<file path="src/rtl/mmio_port_unit_if.sv">
// Data-memory bus bundle seen by the MMIO unit.
// The master is the core/top level; the slave is the I/O block.
interface mmio_port_unit_if;
  logic [31:0] Address;
  logic [31:0] WriteData;
  logic        MemWrite;
  logic        MemRead;
  logic [31:0] ReadData;
  logic        Hit;

  modport master (
    output Address, WriteData, MemWrite, MemRead,
    input  ReadData, Hit
  );

  modport slave (
    input  Address, WriteData, MemWrite, MemRead,
    output ReadData, Hit
  );
endinterface

</file>
<file path="src/rtl/mmio_port_unit.sv">
// MMIO window: PORT_OUT, synchronised PORT_IN, W1C STATUS, countdown TIMER.
// Define MMIO_TIMER_AUTORELOAD_EN for a periodic timer (else one-shot).
module mmio_port_unit #(
  parameter logic [31:0] IO_BASE     = 32'hFFFF_0000,
  parameter int          SYNC_STAGES = 2
) (
  input  logic              clk,
  input  logic              reset,
  mmio_port_unit_if.slave   bus,
  input  logic [7:0]        PortIn,
  output logic [31:0]       PortOut,
  output logic              TimerIrq
);

  localparam logic [1:0] OFF_OUT  = 2'd0;
  localparam logic [1:0] OFF_IN   = 2'd1;
  localparam logic [1:0] OFF_STAT = 2'd2;
  localparam logic [1:0] OFF_TMR  = 2'd3;

  localparam logic [0:0] T_IDLE = 1'b0;
  localparam logic [0:0] T_RUN  = 1'b1;

  logic [SYNC_STAGES-1:0][7:0] sync_q, sync_d;
  logic [7:0]  in_prev_q, in_prev_d;
  logic [31:0] port_out_q, port_out_d;
  logic [1:0]  status_q, status_d;
  logic [31:0] count_q, count_d;
  logic [31:0] reload_q, reload_d;

  logic [7:0]  in_sync;
  logic [1:0]  off;
  logic        hit;
  logic        we;
  logic        timer_wr;
  logic        expire;
  logic [0:0]  t_state;
  logic [1:0]  w1c;
  logic [31:0] rdata;
  logic        unused_addr;

  assign unused_addr = ^bus.Address[1:0];

  assign in_sync  = sync_q[SYNC_STAGES-1];
  assign off      = bus.Address[3:2];
  assign hit      = (bus.Address[31:4] == IO_BASE[31:4]);
  assign we       = bus.MemWrite & hit;
  assign timer_wr = we & (off == OFF_TMR);
  assign t_state  = (count_q != '0) ? T_RUN : T_IDLE;

  always_comb begin
    sync_d    = {sync_q[SYNC_STAGES-2:0], PortIn};
    in_prev_d = in_sync;
    port_out_d = port_out_q;
    if (we && off == OFF_OUT) port_out_d = bus.WriteData;
  end

  // Set events win over a same-cycle write-one-to-clear.
  always_comb begin
    w1c = '0;
    if (we && off == OFF_STAT) w1c = bus.WriteData[1:0];
    status_d = (status_q & ~w1c)
             | {expire, (in_sync != in_prev_q)};
  end

  always_comb begin
    expire   = 1'b0;
    count_d  = count_q;
    reload_d = reload_q;
    unique case (t_state)
      T_IDLE: count_d = count_q;
      T_RUN: begin
        if (count_q == 32'd1) begin
          expire = 1'b1;
`ifdef MMIO_TIMER_AUTORELOAD_EN
          count_d = reload_q;
`else
          count_d = '0;
`endif
        end else begin
          count_d = count_q - 32'd1;
        end
      end
      default: count_d = count_q;
    endcase
    // A bus write still overrides the reload on an expiry edge.
    if (timer_wr) begin
      count_d  = bus.WriteData;
      reload_d = bus.WriteData;
    end
  end

  always_comb begin
    rdata = '0;
    unique case (off)
      OFF_OUT:  rdata = port_out_q;
      OFF_IN:   rdata = {24'b0, in_sync};
      OFF_STAT: rdata = {30'b0, status_q};
      OFF_TMR:  rdata = count_q;
      default:  rdata = '0;
    endcase
  end

  assign bus.Hit      = hit;
  assign bus.ReadData = (bus.MemRead & hit) ? rdata : '0;
  assign PortOut      = port_out_q;
  assign TimerIrq     = status_q[1];

  always_ff @(posedge clk) begin
    if (reset) begin
      sync_q     <= '0;
      in_prev_q  <= '0;
      port_out_q <= '0;
      status_q   <= '0;
      count_q    <= '0;
      reload_q   <= '0;
    end else begin
      sync_q     <= sync_d;
      in_prev_q  <= in_prev_d;
      port_out_q <= port_out_d;
      status_q   <= status_d;
      count_q    <= count_d;
      reload_q   <= reload_d;
    end
  end

endmodule

</file>
<file path="src/flat_wrapper.sv">
// flat-port wrapper written by rule: the top's interface ports become plain ports
module mmio_port_unit_flat 
#(
  parameter logic [31:0] IO_BASE     = 32'hFFFF_0000,
  parameter int          SYNC_STAGES = 2
)
  (clk, reset, PortIn, PortOut, TimerIrq, bus_Address, bus_WriteData, bus_MemWrite, bus_MemRead, bus_ReadData, bus_Hit);
  mmio_port_unit_if bus_i ();
  input  logic clk;
  input  logic reset;
  input  logic [7:0] PortIn;
  output logic [31:0] PortOut;
  output logic TimerIrq;
  input wire logic [$bits(bus_i.Address)-1:0] bus_Address;
  input wire logic [$bits(bus_i.WriteData)-1:0] bus_WriteData;
  input wire logic [$bits(bus_i.MemWrite)-1:0] bus_MemWrite;
  input wire logic [$bits(bus_i.MemRead)-1:0] bus_MemRead;
  output wire logic [$bits(bus_i.ReadData)-1:0] bus_ReadData;
  output wire logic [$bits(bus_i.Hit)-1:0] bus_Hit;
  assign bus_i.Address = bus_Address;
  assign bus_i.WriteData = bus_WriteData;
  assign bus_i.MemWrite = bus_MemWrite;
  assign bus_i.MemRead = bus_MemRead;
  assign bus_ReadData = bus_i.ReadData;
  assign bus_Hit = bus_i.Hit;
  mmio_port_unit #(.IO_BASE(IO_BASE), .SYNC_STAGES(SYNC_STAGES)) u_core (.clk(clk), .reset(reset), .bus(bus_i), .PortIn(PortIn), .PortOut(PortOut), .TimerIrq(TimerIrq));
endmodule
</file>
<file path="config.mk">
export PLATFORM = sky130hd
export DESIGN_NAME = mmio_port_unit_flat
export DESIGN_NICKNAME = d
export VERILOG_FILES = /design/src/rtl/mmio_port_unit_if.sv /design/src/rtl/mmio_port_unit.sv /design/src/flat_wrapper.sv
export SDC_FILE = /design/constraint.sdc
export NUM_CORES = 1
export LEC_CHECK = 0
export ABC_CLOCK_PERIOD_IN_PS = 2550
export CAP_MARGIN = 20
export CORE_ASPECT_RATIO = 1.25
export CORE_UTILIZATION = 47
export DETAILED_ROUTE_END_ITERATION = 10
export MAX_ROUTING_LAYER = met4
export PLACE_DENSITY = 0.79
export REMOVE_ABC_BUFFERS = 1
export SYNTH_ARGS = -nofsm -noshare
export SYNTH_HDL_FRONTEND = slang
export SYNTH_SLANG_ARGS = --single-unit
export TNS_END_PERCENT = 10
</file>
<file path="constraint.sdc">
create_clock -name clk -period 2.55 [get_ports clk]
set_input_delay 0.255 -clock clk [delete_from_list [all_inputs] [get_ports clk]]
set_output_delay 0.255 -clock clk [all_outputs]
set_load 0.01 [all_outputs]
</file>
==> flow_summary.toml, run 1 <==
[logic_synthesis]
netlist_area_um2 = 4436
yosys_warnings = 0
yosys_most_used_dff = "dfxtp_1"
ys_seq_elements = 90
synth-async-reset-ratio = 0
syn_area_per_cell_um2 = 8.853
synth-seq-area-share = 0.4062
synth_edf_count = 0
synth.distinct_cells = 46
synthCells = 501

[pwr]
p_leak_nw = 2.671
peakVddDrop_uv = 432.3
p_per_area_nw_per_um2 = 833.9

[grt]
antenna_found_initial = 0
grt-ovfl-total = 0
grt_pass1_vias = 4411
track_usage = 0.2826
grt_max_degree = 44
grt_pass1_wl_mm = 20.95

[sta]
fmax_mhz = 407.0
rsz0062_at_grt = "true"
finClkSkew_ns = 0.008625
tightest_slew_ns = 0.5408
hold_ws_ns = 0.4341
fin_crit_ns = 2.457
min_period_over_period = 0.9635
worst_slack_ns = 0.09298
slew-limit-headroom = 0.6367
setup_viol = 0
finalHoldViolCount = 0
maxSlewViolCount = 0

[min_path]
hold_path_depth = 1
hold_class = "register to register"

[clock_network]
cts_root_buffer = "clkbuf_16"
clkLatencyLatePin_ns = 0.34
cts_sinks = 90
cts_max_level = 3
cts_buffers = 9
cts_hold_buf = 0
clk_path_buf_depth = 2
cts_tree = "built"
clk_pin_slew_ns = 0.06

[setup_path]
cp_cell_sequence = "clkdlybuf4s50_1 > nor4b_4 > nand4_1 > nor4_2 > nand2_1 > buf_12 > nor2_1 > dlygate4sd2_1"
endpoint_kind = "output pin"
reg2reg_depth = 6
max_stage_delay_ns = 0.47
crit_slowest_cell = "clkdlybuf4s50_1"
required_ns = 2.30
cp.arrival_ns = 2.20
crit_type = "input pin to output pin"
crit_path_max_fanout = 25
startpoint_type = "input pin"

[floorplanning]
core.rowCount = 39
die_width_um = 88.89
initial_core_util = 0.4835
core_um2 = 9174
io_pins = 142
die_area_um2 = 9832
die_h_um = 110.6

[routing]
drt_iter0_drc = 224
drc_errors = 0
ant_nets = 0
drtPass1Iterations = 4
wirelength_mm = 13.20
vias = 4395
wl_per_cell_um = 16.98
via_per_inst = 5.656

[finish]
nFillCells = 751
diodes = 0
nets = 727
synthToLayoutAreaGrowth_pct = 45.53
drive_above_1_share = 0.1009
instances_no_fill = 777
postLayoutCellArea_um2 = 6455

[place]
hpwl_mm = 9.581
post-place-ws_ns = -0.4483
numPortBuffers = 139
dp.cells = 760
place.gp.congestion = 0.9517
placed_area_um2 = 6128

[status]
status = "completed"

[run]
maxCapViolCount = 0
## worst max-delay path, delay by kind of cell
kind          cells  cell delay (ns)
simple gates      5             1.00
buf+inv           3             0.94
## cell families after synthesis
group                    share of synthesized area
XOR/XNOR                                   0.06714
multiplexers                               0.09760
AND/OR/NAND/NOR                             0.2482
flip-flops                                  0.4062
AO/OA/AOI/OAI                               0.1289
buffers and inverters                      0.04626
adder cells (fa/ha/maj)                   0.005641
## per-stage QoR
stage | TNS, ns | power (mW) | util
floorplan | -37.12 | 3.266 | -
global placement | -10.71 | 3.925 | 0.6680
detailed placement | -14.45 | 4.005 | 0.6680
CTS | 0 | 5.374 | 0.7001
global route | 0 | 5.707 | 0.7036
finish | 0 | 5.383 | 0.7036
## Yosys cell counts (3+ instances only)
library cell	count	area, µm²
a21oi_1	10	50.05
a22oi_1	30	225.2
and2_1	4	25.02
and3_1	3	18.77
buf_2	4	20.02
clkbuf_1	27	101.4
dfxtp_1	90	1802
inv_1	18	67.56
mux2_2	6	67.56
mux2i_1	32	320.3
nand2_1	23	86.33
nand3_1	15	75.07
nand4_1	14	87.58
nand4b_1	3	26.28
nor2_1	72	270.3
nor2b_1	24	150.1
nor3_1	10	50.05
nor3b_1	3	22.52
nor4_1	16	100.1
nor4b_1	5	43.79
o21ai_0	3	15.01
o2bb2ai_1	4	35.03
o32ai_1	18	157.7
or3_1	4	25.02
or4_1	4	30.03
xnor2_1	20	175.2
xor2_1	14	122.6
## report_power, final
group          internal (mW)  leakage (nW)  switching (mW)
logic                   1.03          1.79            1.15
clock network          0.811         0.145           0.533
registers               1.61         0.733           0.252
## flip-flops by register name, indices dropped and copies added, names as in the netlist
name and flops:
u_core.PortOut 32, u_core.count_q 32, u_core.in_prev_d 8, u_core.in_prev_q 8, u_core.sync_d 8, u_core.status_q 2
## path summary, 6_finish.rpt
| path | slack, ns | end | from |
|---|---|---|---|
| worst min-delay path | 0.43 | u_core.in_prev_d[5]$_SDFF_PP0_ | u_core.sync_d[13]$_SDFF_PP0_ |
| worst min register to register | 0.43 | u_core.in_prev_d[5]$_SDFF_PP0_ | u_core.sync_d[13]$_SDFF_PP0_ |
| worst max-delay path | 0.09 | bus_ReadData[11] | bus_Address[12] |
| worst max register to register | 0.19 | u_core.count_q[22]$_SDFFE_PP0P_ | u_core.count_q[25]$_SDFFE_PP0P_ |
## layout by cell type (no fill, tap or decap), types with 20 or more instances in the layout
| master | n |
|---|---|
| a22oi_1 | 30 |
| mux2i_1 | 32 |
| nor2_1 | 71 |
| nor2b_1 | 24 |
| dlygate4sd2_1 | 21 |
| xnor2_1 | 20 |
| dfxtp_1 | 90 |
| clkdlybuf4s50_1 | 106 |
| buf_4 | 26 |
| nand2_1 | 23 |
## routing by layer
metal	GRT usage	wire, µm
met1	0.3101	5104
met2	0.4800	7052
met3	0.05082	652
met4	0.1398	386
met5	-	0
## timing repair
action,4_1_cts,5_1_grt
buffers inserted,0,1
gates resized for setup,34,12
endpoints found under the setup margin,33,27
endpoints found under the hold margin,0,0
pin swaps,4,0
## final cells by class
| type | instances | area (µm²) | share of cell area |
|---|---|---|---|
| multi-input combinational | 360 | 2465 | 0.3819 |
| clock inverter | 4 | 50.05 | 0.007753 |
| inverter | 18 | 67.56 | 0.01047 |
| sequential | 90 | 1802 | 0.2791 |
| clock buffer | 12 | 256.5 | 0.03974 |
| timing repair buffer | 170 | 1660 | 0.2572 |
| tap | 123 | 153.9 | 0.02384 |
No activity file was read; power rests on OpenSTA's default activity.
==> run 2, diff against run 1 <==
Settings changed: GPL_ROUTABILITY_DRIVEN set to 0, SLEW_MARGIN set to 40.
==> run 2 against run 1 <==
The run now ends with negative setup slack left. Sequential share of layout area hardly changed. Sequential cell count stayed put. Critical path depth stayed put. Non-clock buffer count is 1 higher. Sequential power hardly changed. Power hardly changed. Via count is 1.3% higher. Setup slack worse by 0.22 ns. Register-to-register slack better by 0.02 ns. Largest power group unchanged.
==> flow_summary.toml, run 2 (synthesized netlist as in run 1, its figures left out) <==
[routing]
drc_errors = 0
drtPass1Iterations = 5
via_per_inst = 5.724
drt_iter0_drc = 289
ant_nets = 0
vias = 4453
wirelength_mm = 13.23
wl_per_cell_um = 17.01

[clock_network]
clkLatencyLatePin_ns = 0.34
cts_root_buffer = "clkbuf_16"
cts_hold_buf = 0
cts_max_level = 3
clk_path_buf_depth = 2
cts_tree = "built"
cts_buffers = 9
clk_pin_slew_ns = 0.06
cts_sinks = 90

[status]
status = "complete, but fails checks"
violations = "negative setup slack"

[finish]
diodes = 0
layout_common_cells = "clkdlybuf4s50_1 (106), dfxtp_1 (90), nor2_1 (71)"
synthToLayoutAreaGrowth_pct = 45.28
post-route-util = 0.7024
instances_no_fill = 778
nets = 728
drive_above_1_share = 0.1069
final_common_cell = "clkdlybuf4s50_1"

[sta]
fmax_mhz = 373.1
maxSlewViolCount = 0
fin_crit_ns = 2.680
worst_slack_ns = -0.1305
rsz0062_at_grt = "true"
setup_viol = 1
min_period_over_period = 1.051
finClkSkew_ns = 0.01189
slew-limit-headroom = 0.5932
finalHoldViolCount = 0
tightest_slew_ns = 0.6088

[setup_path]
endpoint_kind = "output pin"
cp_common_cell = "buf_4"
cp_top_family = "buffers and inverters"
crit_path_max_fanout = 6
required_ns = 2.30
cp.arrival_ns = 2.43
cp_cell_sequence = "clkdlybuf4s50_1 > nor4b_2 > nand4_1 > nor4_4 > buf_4 > buf_4 > buf_4 > clkdlybuf4s50_1"
startpoint_type = "input pin"
critPathBufInv = 5
crit_slowest_cell = "clkdlybuf4s50_1"
crit_type = "input pin to output pin"
max_stage_delay_ns = 0.54

[place]
dp.cells = 760
hpwl_mm = 9.510
numPortBuffers = 139

[min_path]
hold_class = "input pin to register"

[floorplanning]
die_h_um = 110.6
die_area_um2 = 9832
core.rowCount = 39
die_width_um = 88.89
core_um2 = 9174
initial_core_util = 0.4835
io_pins = 142

[grt]
grt-ovfl-total = 0
antenna_found_initial = 0
grt_pass1_vias = 4463
grt_max_degree = 50
track_usage = 0.2884
grt_pass1_wl_mm = 21.51

[pwr]
peakVddDrop_uv = 504.5
p_per_area_nw_per_um2 = 835.7
p_leak_nw = 2.694

[run]
maxCapViolCount = 0
run 2: area by class of cell:
| class | instances | area, µm² |
|---|---|---|
| clock inverters | 4 | 50.05 |
| inverters | 18 | 67.56 |
| clock buffers | 12 | 256.5 |
| fillers | 763 | 2730 |
| repair buffers | 171 | 1647 |
| multi-input cells | 360 | 2467 |
| flip-flops and latches | 90 | 1802 |
| well taps | 123 | 153.9 |
run 2: per-stage QoR:
step / power (mW) / hold slack [ns] / area, µm² / TNS, ns / setup WS (ns)
detailed placement: 3.992 / 0.4254 / 6128 / -11.78 / -0.3275
finish: 5.385 / 0.4271 / 6444 / -0.1305 / -0.1305
global placement: 3.925 / 0.4155 / 6128 / -10.69 / -0.3157
CTS: 5.360 / 0.4190 / 6429 / -0.04155 / -0.04155
global route: 5.706 / 0.4347 / 6444 / -0.2991 / -0.2070
floorplan: 3.266 / 0.3241 / 4298 / -37.12 / -1.035
run 2: metal layers:
metal	global-route usage	part of all wire
met5	-	0
met4	0.1333	0.030
met3	0.05082	0.051
met2	0.4954	0.53
met1	0.3161	0.38
run 2: final timing paths:
kind,start,end,slack [ns],depth (start not counted)
max reg2reg,u_core.count_q[25]$_SDFFE_PP0P_,u_core.count_q[22]$_SDFFE_PP0P_,0.21,6
max,bus_Address[12],bus_Hit,-0.13,8
min reg2reg,u_core.sync_d[9]$_SDFF_PP0_,u_core.in_prev_d[1]$_SDFF_PP0_,0.44,1
min,reset,u_core.status_q[0]$_SDFF_PP0_,0.43,3
run 2: worst reg2reg max path, stage by stage (launching register included):
cell and delay (ns):
dfxtp_1 0.37, nor4_1 0.51, nand2_1 0.24, or4_4 0.67, nand3_1 0.17, buf_12 0.15, o32ai_1 0.09
run 2: where the power goes:
group | total [mW] | switching, mW | internal, mW
Combinational | 2.18 | 1.15 | 1.03
Sequential | 1.86 | 0.253 | 1.61
Clock | 1.35 | 0.536 | 0.811
run 2: timing repair:
item / in CTS / in global routing
cloned: 0 / 0
pin swaps: 2 / 3
setup endpoints to repair: 33 / 22
endpoints found under the hold margin: 0 / 0
resized for setup: 35 / 8
buffers inserted: 1 / 1
